`config.mk`:
```
export PLATFORM = sky130hd
export DESIGN_NAME = pipe_skid_reg
export DESIGN_NICKNAME = d
export VERILOG_FILES = /design/src/rtl/pipe_skid_reg.sv
export SDC_FILE = /design/constraint.sdc
export NUM_CORES = 1
export LEC_CHECK = 0
export ABC_AREA = 1
export CORE_MARGIN = 2
export CORE_UTILIZATION = 30
export CTS_BUF_LIST = sky130_fd_sc_hd__clkbuf_16
export DETAILED_ROUTE_END_ITERATION = 16
export GPL_TIMING_DRIVEN = 0
export HOLD_SLACK_MARGIN = 0.03
export PLACE_DENSITY = 0.55
export SLEW_MARGIN = 15
export SYNTH_ARGS = -nofsm -noshare
export SYNTH_HDL_FRONTEND = slang
export SYNTH_SLANG_ARGS = --single-unit
```
`constraint.sdc`:
```
create_clock -name clk -period 2.7 [get_ports clk]
set_input_delay 0.675 -clock clk [delete_from_list [all_inputs] [get_ports clk]]
set_output_delay 0.675 -clock clk [all_outputs]
set_load 0.01 [all_outputs]
```
`src/rtl/pipe_skid_reg.sv`:
```
// Two-entry (main + skid) registered pipeline stage with valid/ready on both sides.
// Optional consumer-stall counter enabled by PIPE_SKID_REG_STALL_CNT_EN.
`default_nettype none

module pipe_skid_reg #(
  parameter int WIDTH = 16
) (
  input  logic             clk,
  input  logic             rst,
  input  logic             in_valid,
  input  logic [WIDTH-1:0] in_data,
  output logic             in_ready,
  output logic             out_valid,
  output logic [WIDTH-1:0] out_data,
  input  logic             out_ready,
  input  logic             flush
`ifdef PIPE_SKID_REG_STALL_CNT_EN
  ,
  output logic [15:0]      stall_cnt
`endif
);

  // State encoding is {s_vld, m_vld}; 2'b10 is unreachable.
  typedef enum logic [1:0] {
    ST_EMPTY = 2'b00,
    ST_ONE   = 2'b01,
    ST_FULL  = 2'b11
  } state_t;

  state_t           r_state;
  state_t           w_state_nxt;
  logic [WIDTH-1:0] r_m_dat;
  logic [WIDTH-1:0] r_s_dat;

  logic w_in_xfer;
  logic w_out_xfer;
  logic w_m_load;
  logic w_m_from_skid;
  logic w_s_load;

  // Both handshake outputs come straight from state flops, so ready has no comb path.
  assign in_ready  = ~r_state[1];
  assign out_valid = r_state[0];
  assign out_data  = r_m_dat;

  assign w_in_xfer  = in_valid & in_ready;
  assign w_out_xfer = out_valid & out_ready;

  always_comb begin
    w_state_nxt   = r_state;
    w_m_load      = 1'b0;
    w_m_from_skid = 1'b0;
    w_s_load      = 1'b0;

    case (r_state)
      ST_EMPTY: begin
        if (w_in_xfer) begin
          w_state_nxt = ST_ONE;
          w_m_load    = 1'b1;
        end
      end
      ST_ONE: begin
        if (w_in_xfer && w_out_xfer) begin
          w_m_load = 1'b1;
        end else if (w_in_xfer) begin
          w_state_nxt = ST_FULL;
          w_s_load    = 1'b1;
        end else if (w_out_xfer) begin
          w_state_nxt = ST_EMPTY;
        end
      end
      ST_FULL: begin
        if (w_out_xfer) begin
          w_state_nxt   = ST_ONE;
          w_m_load      = 1'b1;
          w_m_from_skid = 1'b1;
        end
      end
      default: w_state_nxt = ST_EMPTY;
    endcase

    // Flush wins over any concurrent transfer and loads nothing.
    if (flush) begin
      w_state_nxt   = ST_EMPTY;
      w_m_load      = 1'b0;
      w_m_from_skid = 1'b0;
      w_s_load      = 1'b0;
    end
  end

  always_ff @(posedge clk or negedge rst) begin
    if (!rst) begin
      r_state <= ST_EMPTY;
    end else begin
      r_state <= w_state_nxt;
    end
  end

  // Data registers are enabled only on real transfers to avoid idle toggling.
  always_ff @(posedge clk or negedge rst) begin
    if (!rst) begin
      r_m_dat <= '0;
    end else if (w_m_load) begin
      r_m_dat <= w_m_from_skid ? r_s_dat : in_data;
    end
  end

  always_ff @(posedge clk or negedge rst) begin
    if (!rst) begin
      r_s_dat <= '0;
    end else if (w_s_load) begin
      r_s_dat <= in_data;
    end
  end

`ifdef PIPE_SKID_REG_STALL_CNT_EN
  logic [15:0] r_stall_cnt;

  // Saturating; deliberately untouched by flush.
  always_ff @(posedge clk or negedge rst) begin
    if (!rst) begin
      r_stall_cnt <= 16'h0000;
    end else if (out_valid && !out_ready && (r_stall_cnt != 16'hFFFF)) begin
      r_stall_cnt <= r_stall_cnt + 16'h0001;
    end
  end

  assign stall_cnt = r_stall_cnt;
`endif

endmodule

`default_nettype wire

```
Word-level counts from Yosys, hierarchy flattened
Cells that the tools add are included.
Widths: inputs -> output; s select.
Word-level totals
  register bits after elaboration: 34
  bits of input ports: 21
  output and inout port bits: 18
Cells by class
  eq/ne operators: 6
  muxes and demuxes: 18
  bitwise gates (word level): 3
  reduce and logical (&&, ||, !) cells: 3
Operators with widths (number)
  $mux 16: 1
  $mux 2: 6
  $mux 1: 9
  $ne 3x3->1 const B: 3
  $pmux 2 s3: 1
  $ne 4x4->1 const B: 1
  $reduce_and 4->1: 1
  $pmux 1 s3: 1
  $and 1x1->1: 2
  $eq 2x1->1 const B: 1
  $eq 2x2->1 const B: 1
  $logic_not 2->1: 1
  $logic_and 1x1->1: 1
  $not 1->1: 1

Longest topological paths before layout
  depth after elaboration: 6
  gate-level depth with buffers: 9

Worst setup path before layout
Ideal clock, no wire load.
  path kind: register to register
  start: reg r_state[0]
  end: reg r_m_dat[10] (netlist: out_data[10])
  setup time: 117 ps
  data arrival time: 1396 ps
  data required time: 2583 ps
  slack: 1187 ps
  stages on the path, launching flop included: 9
  path buffers: 1
  cells stage by stage: dfrtp_1 -> inv_1 -> ha_1 -> or2_1 -> clkinv_1 -> nand2_4 -> buf_6 -> nand2_1 -> nand2_1
On the way
  longest elaborated chain between the ends: 5
  elaborated cells on any way between the ends: 12
  those cells by class: eq/ne: 2; mux: 7; bitwise: 1; reduce/logical: 2
RTL lines
  start: declaration: RTL line 30  | state_t r_state;
  start signal: assignment: RTL line 95  | r_state <= w_state_nxt;
  $and 1x1->1: RTL line 47  | assign w_out_xfer = out_valid & out_ready;
  $logic_and 1x1->1 or $mux 1 (tied branches): RTL line 63, 73
  $mux 1, on equally long branches: RTL line 63, 55
  $pmux 1 s3 or $mux 1 (tied branches): RTL line 55, 83
  $mux 1 or $mux 16 (tied branches): RTL line 83, 104
  end signal: assignment: RTL line 104  | r_m_dat <= w_m_from_skid ? r_s_dat : in_data;
  end: declaration: RTL line 32  | logic [WIDTH-1:0] r_m_dat;
Several ways; a longest one is shown, not always the timed one.
A chain may end at the register's enable or synchronous reset.

Worst setup path in the final report
  start: reg r_state[1]
  end: out in_ready
On the way
  longest elaborated chain between the ends: 1
RTL lines
  $not 1->1: RTL line 42  | assign in_ready = ~r_state[1];
  end: declaration: RTL line 12  | output logic in_ready,
No other way between the ends.

==> results.cfg <==
[power_and_ir_drop]
swShare_pct = 31.4
p_total_mw = 2.34
pwr-share-comb_pct = 35.2
p_clk_share_pct = 26.4
seqPwrFrac_pct = 38.4
internal_power_mw = 1.60
power.switching_mw = 0.734
vdd_drop_max_v = 0.000312
powerDensity_mw_per_mm2 = 965
p_leak_nw = 1.24

[cts]
htree_num_levels = 2
tritoncts = done
post-cts-setup-buffers = 0
cts_buffers = 5
clk_latency_ns = 0.27
numClockSinks = 34
cts_hold_buf = 0
clockBufferDepth = 2
clk_pin_slew_ns = 0.05
root_buffer = clkbuf_16
ctsResizeCount = 0

[routing]
detail-route-antenna-nets = 0
dr.pass1.iters = 5
highest_layer = met4
post_drt_wl_per_cell_um = 11.7
vias_per_cell = 4.44
wl_mm = 4.04
drc = 0
dr.first_iter.drc_count = 102
wl_met1_mm = 1.95
route.met2.wl_mm = 1.84
dr_wl_met3_um = 219
vias = 1532

[die]
rows = 27
start_util_pct = 31.6
die_area_mm2 = 0.00653
die_w_um = 80.8
core_area_mm2 = 0.00561
ioPinCount = 39
chipHeight_um = 80.8

[worst_setup_path]
cp.required_ns = 2.03
cp_slowest_cell = clkdlybuf4s50_1
crit_path_start_kind = register
worstSetupPathType = register to primary output
crit_fanout = 5
critPathArrivalTime_ns = 1.41
end_kind = primary output
crit_chain = inv_1 > clkdlybuf4s50_1
crit_start = r_state[1]$_DFFE_PN0P_
r2r-start = r_state[0]$_DFFE_PN0P_
cpPeakStageDelay_ns = 0.56

[global_routing]
overflow = 0
grt_max_degree = 19
grt_first_pass_wirelength_mm = 7.18
antenna_found_initial = 0
grt_util_all_layers_pct = 14.3
grt_pass1_vias = 1508

[sta]
hold_slack_ns = 0.348
rsz0062_at_grt = no
hold_viol = 0
skew_ns = 0.00225
drv_slew = 0
min_period_ns = 2.09
fin_setup_tns_ns = 0
period_share_pct = 77.3
setup_viol = 0
tightest_slew_ns = 0.451
slew_headroom_pct = 70.0
max_freq_mhz = 479

[job]
max-cap-violations = 0

[final_layout]
drive_above_1_share_pct = 9.52
nNetsFinal = 298
register_area_um2 = 851
final_area_mm2 = 0.00242
area_delta_synth_final_pct = 36.8
fill_cells = 577
multi_input_area_um2 = 758
utilization_pct = 43.2
antenna_cells = 0

[yosys]
syn-num-nets = 252
yosys_warnings = 0
ys_seq_elements = 34
ys_seq_area_share_pct = 48.1
synthCells = 227
syn_area_mm2 = 0.00177
ys_types = 20
syn_avg_cell_area_um2 = 7.80

[placed_design]
port_buffers = 38
placed_cell_area_mm2 = 0.00226
gp_congestion = 0.812
dp_hpwl_mm = 2.97

[run_status]
status = finished, final reports clean

[hold_path]
hp-class = primary input to asynchronous set/reset pin
[layer usage]
metal	vias to the layer above	global-route usage [%]
met5	-	0
met4	0	5.08
met3	4	2.33
met2	45	22.5
met1	678	20.0
li1	805	-
[path summary, 6_finish.rpt]
kind                       slack [ns]  depth (start not counted)                  endpoint
setup / recovery                 0.61                          2                  in_ready
min in group clk                 0.47                          2  out_data[14]$_DFFE_PN0P_
hold / removal                   0.35                          1   out_data[0]$_DFFE_PN0P_
setup reg to reg                 1.02                          7   out_data[9]$_DFFE_PN0P_
hold reg to reg                  0.47                          2  out_data[14]$_DFFE_PN0P_
max in group asynchronous        1.92                          2  out_data[10]$_DFFE_PN0P_
[synthesized netlist by cell type (all sizes together)]
master | instances | area share, %
buf | 10 | 3.8
ha | 4 | 2.8
nand3 | 38 | 11
or2 | 1 | 0.35
clkinv | 1 | 0.21
a21oi | 1 | 0.28
inv | 24 | 5.1
nand4 | 1 | 0.35
dfrtp | 34 | 48
nor3 | 1 | 0.92
nor2 | 5 | 2.0
o21ai | 16 | 4.5
nand2 | 91 | 20
[metrics by stage]
stage | setup WS, ns | cells
2_1_floorplan | 1.19 | 227
4_1_cts | 0.600 | 345
3_3_place_gp | 0.144 | 337
3_5_place_dp | 0.464 | 338
5_1_grt | 0.541 | 345
6_report | 0.614 | 345
[power groups by stage]
stage	clock network, mW	logic [mW]	registers, mW
4_1_cts	0.630	0.837	0.902
6_report	0.617	0.824	0.897
5_1_grt	0.653	0.957	0.939
2_1_floorplan	0	0.375	0.950
3_3_place_gp	0	0.818	0.898
3_5_place_dp	0	0.832	0.905
[layout make-up]
| class | instances | share of cell area, % |
|---|---|---|
| Sequential cell | 34 | 35.1 |
| Multi-Input combinational cell | 158 | 31.3 |
| Timing Repair Buffer | 39 | 16.6 |
| Clock buffer | 5 | 5.17 |
| Inverter | 25 | 3.87 |
| Tap cell | 72 | 3.72 |
| Buffer | 10 | 2.79 |
| Clock inverter | 2 | 1.39 |
[registers in the layout (all words and copies together), names as in the netlist]
name      count
r_s_dat      16
r_state       2
out_data     16
[critical path, delay by kind of cell, from the launching register on]
kind | cells | cell delay (ns)
DFF | 1 | 0.42
buffers and inverters | 2 | 0.72
[cell families after synthesis]
| group | share of synthesized area, % |
|---|---|
| fa+ha+maj | 2.83 |
| compound gates | 4.81 |
| buf+inv | 9.12 |
| simple gates | 35.2 |
| flops | 48.1 |
[cells in the final DEF, fill, tap and decap left out, drive strengths merged]
cell type / count
buf: 12
nand2: 91
o21ai: 16
dfrtp: 34
ha: 4
nand3: 38
a21oi: 1
clkinv: 2
bufinv: 1
clkbuf: 5
inv: 24
nor2: 5
or2: 1
clkdlybuf4s50: 37
nor3: 1
nand4: 1
Note: power is estimated with default switching activity, not from simulation.
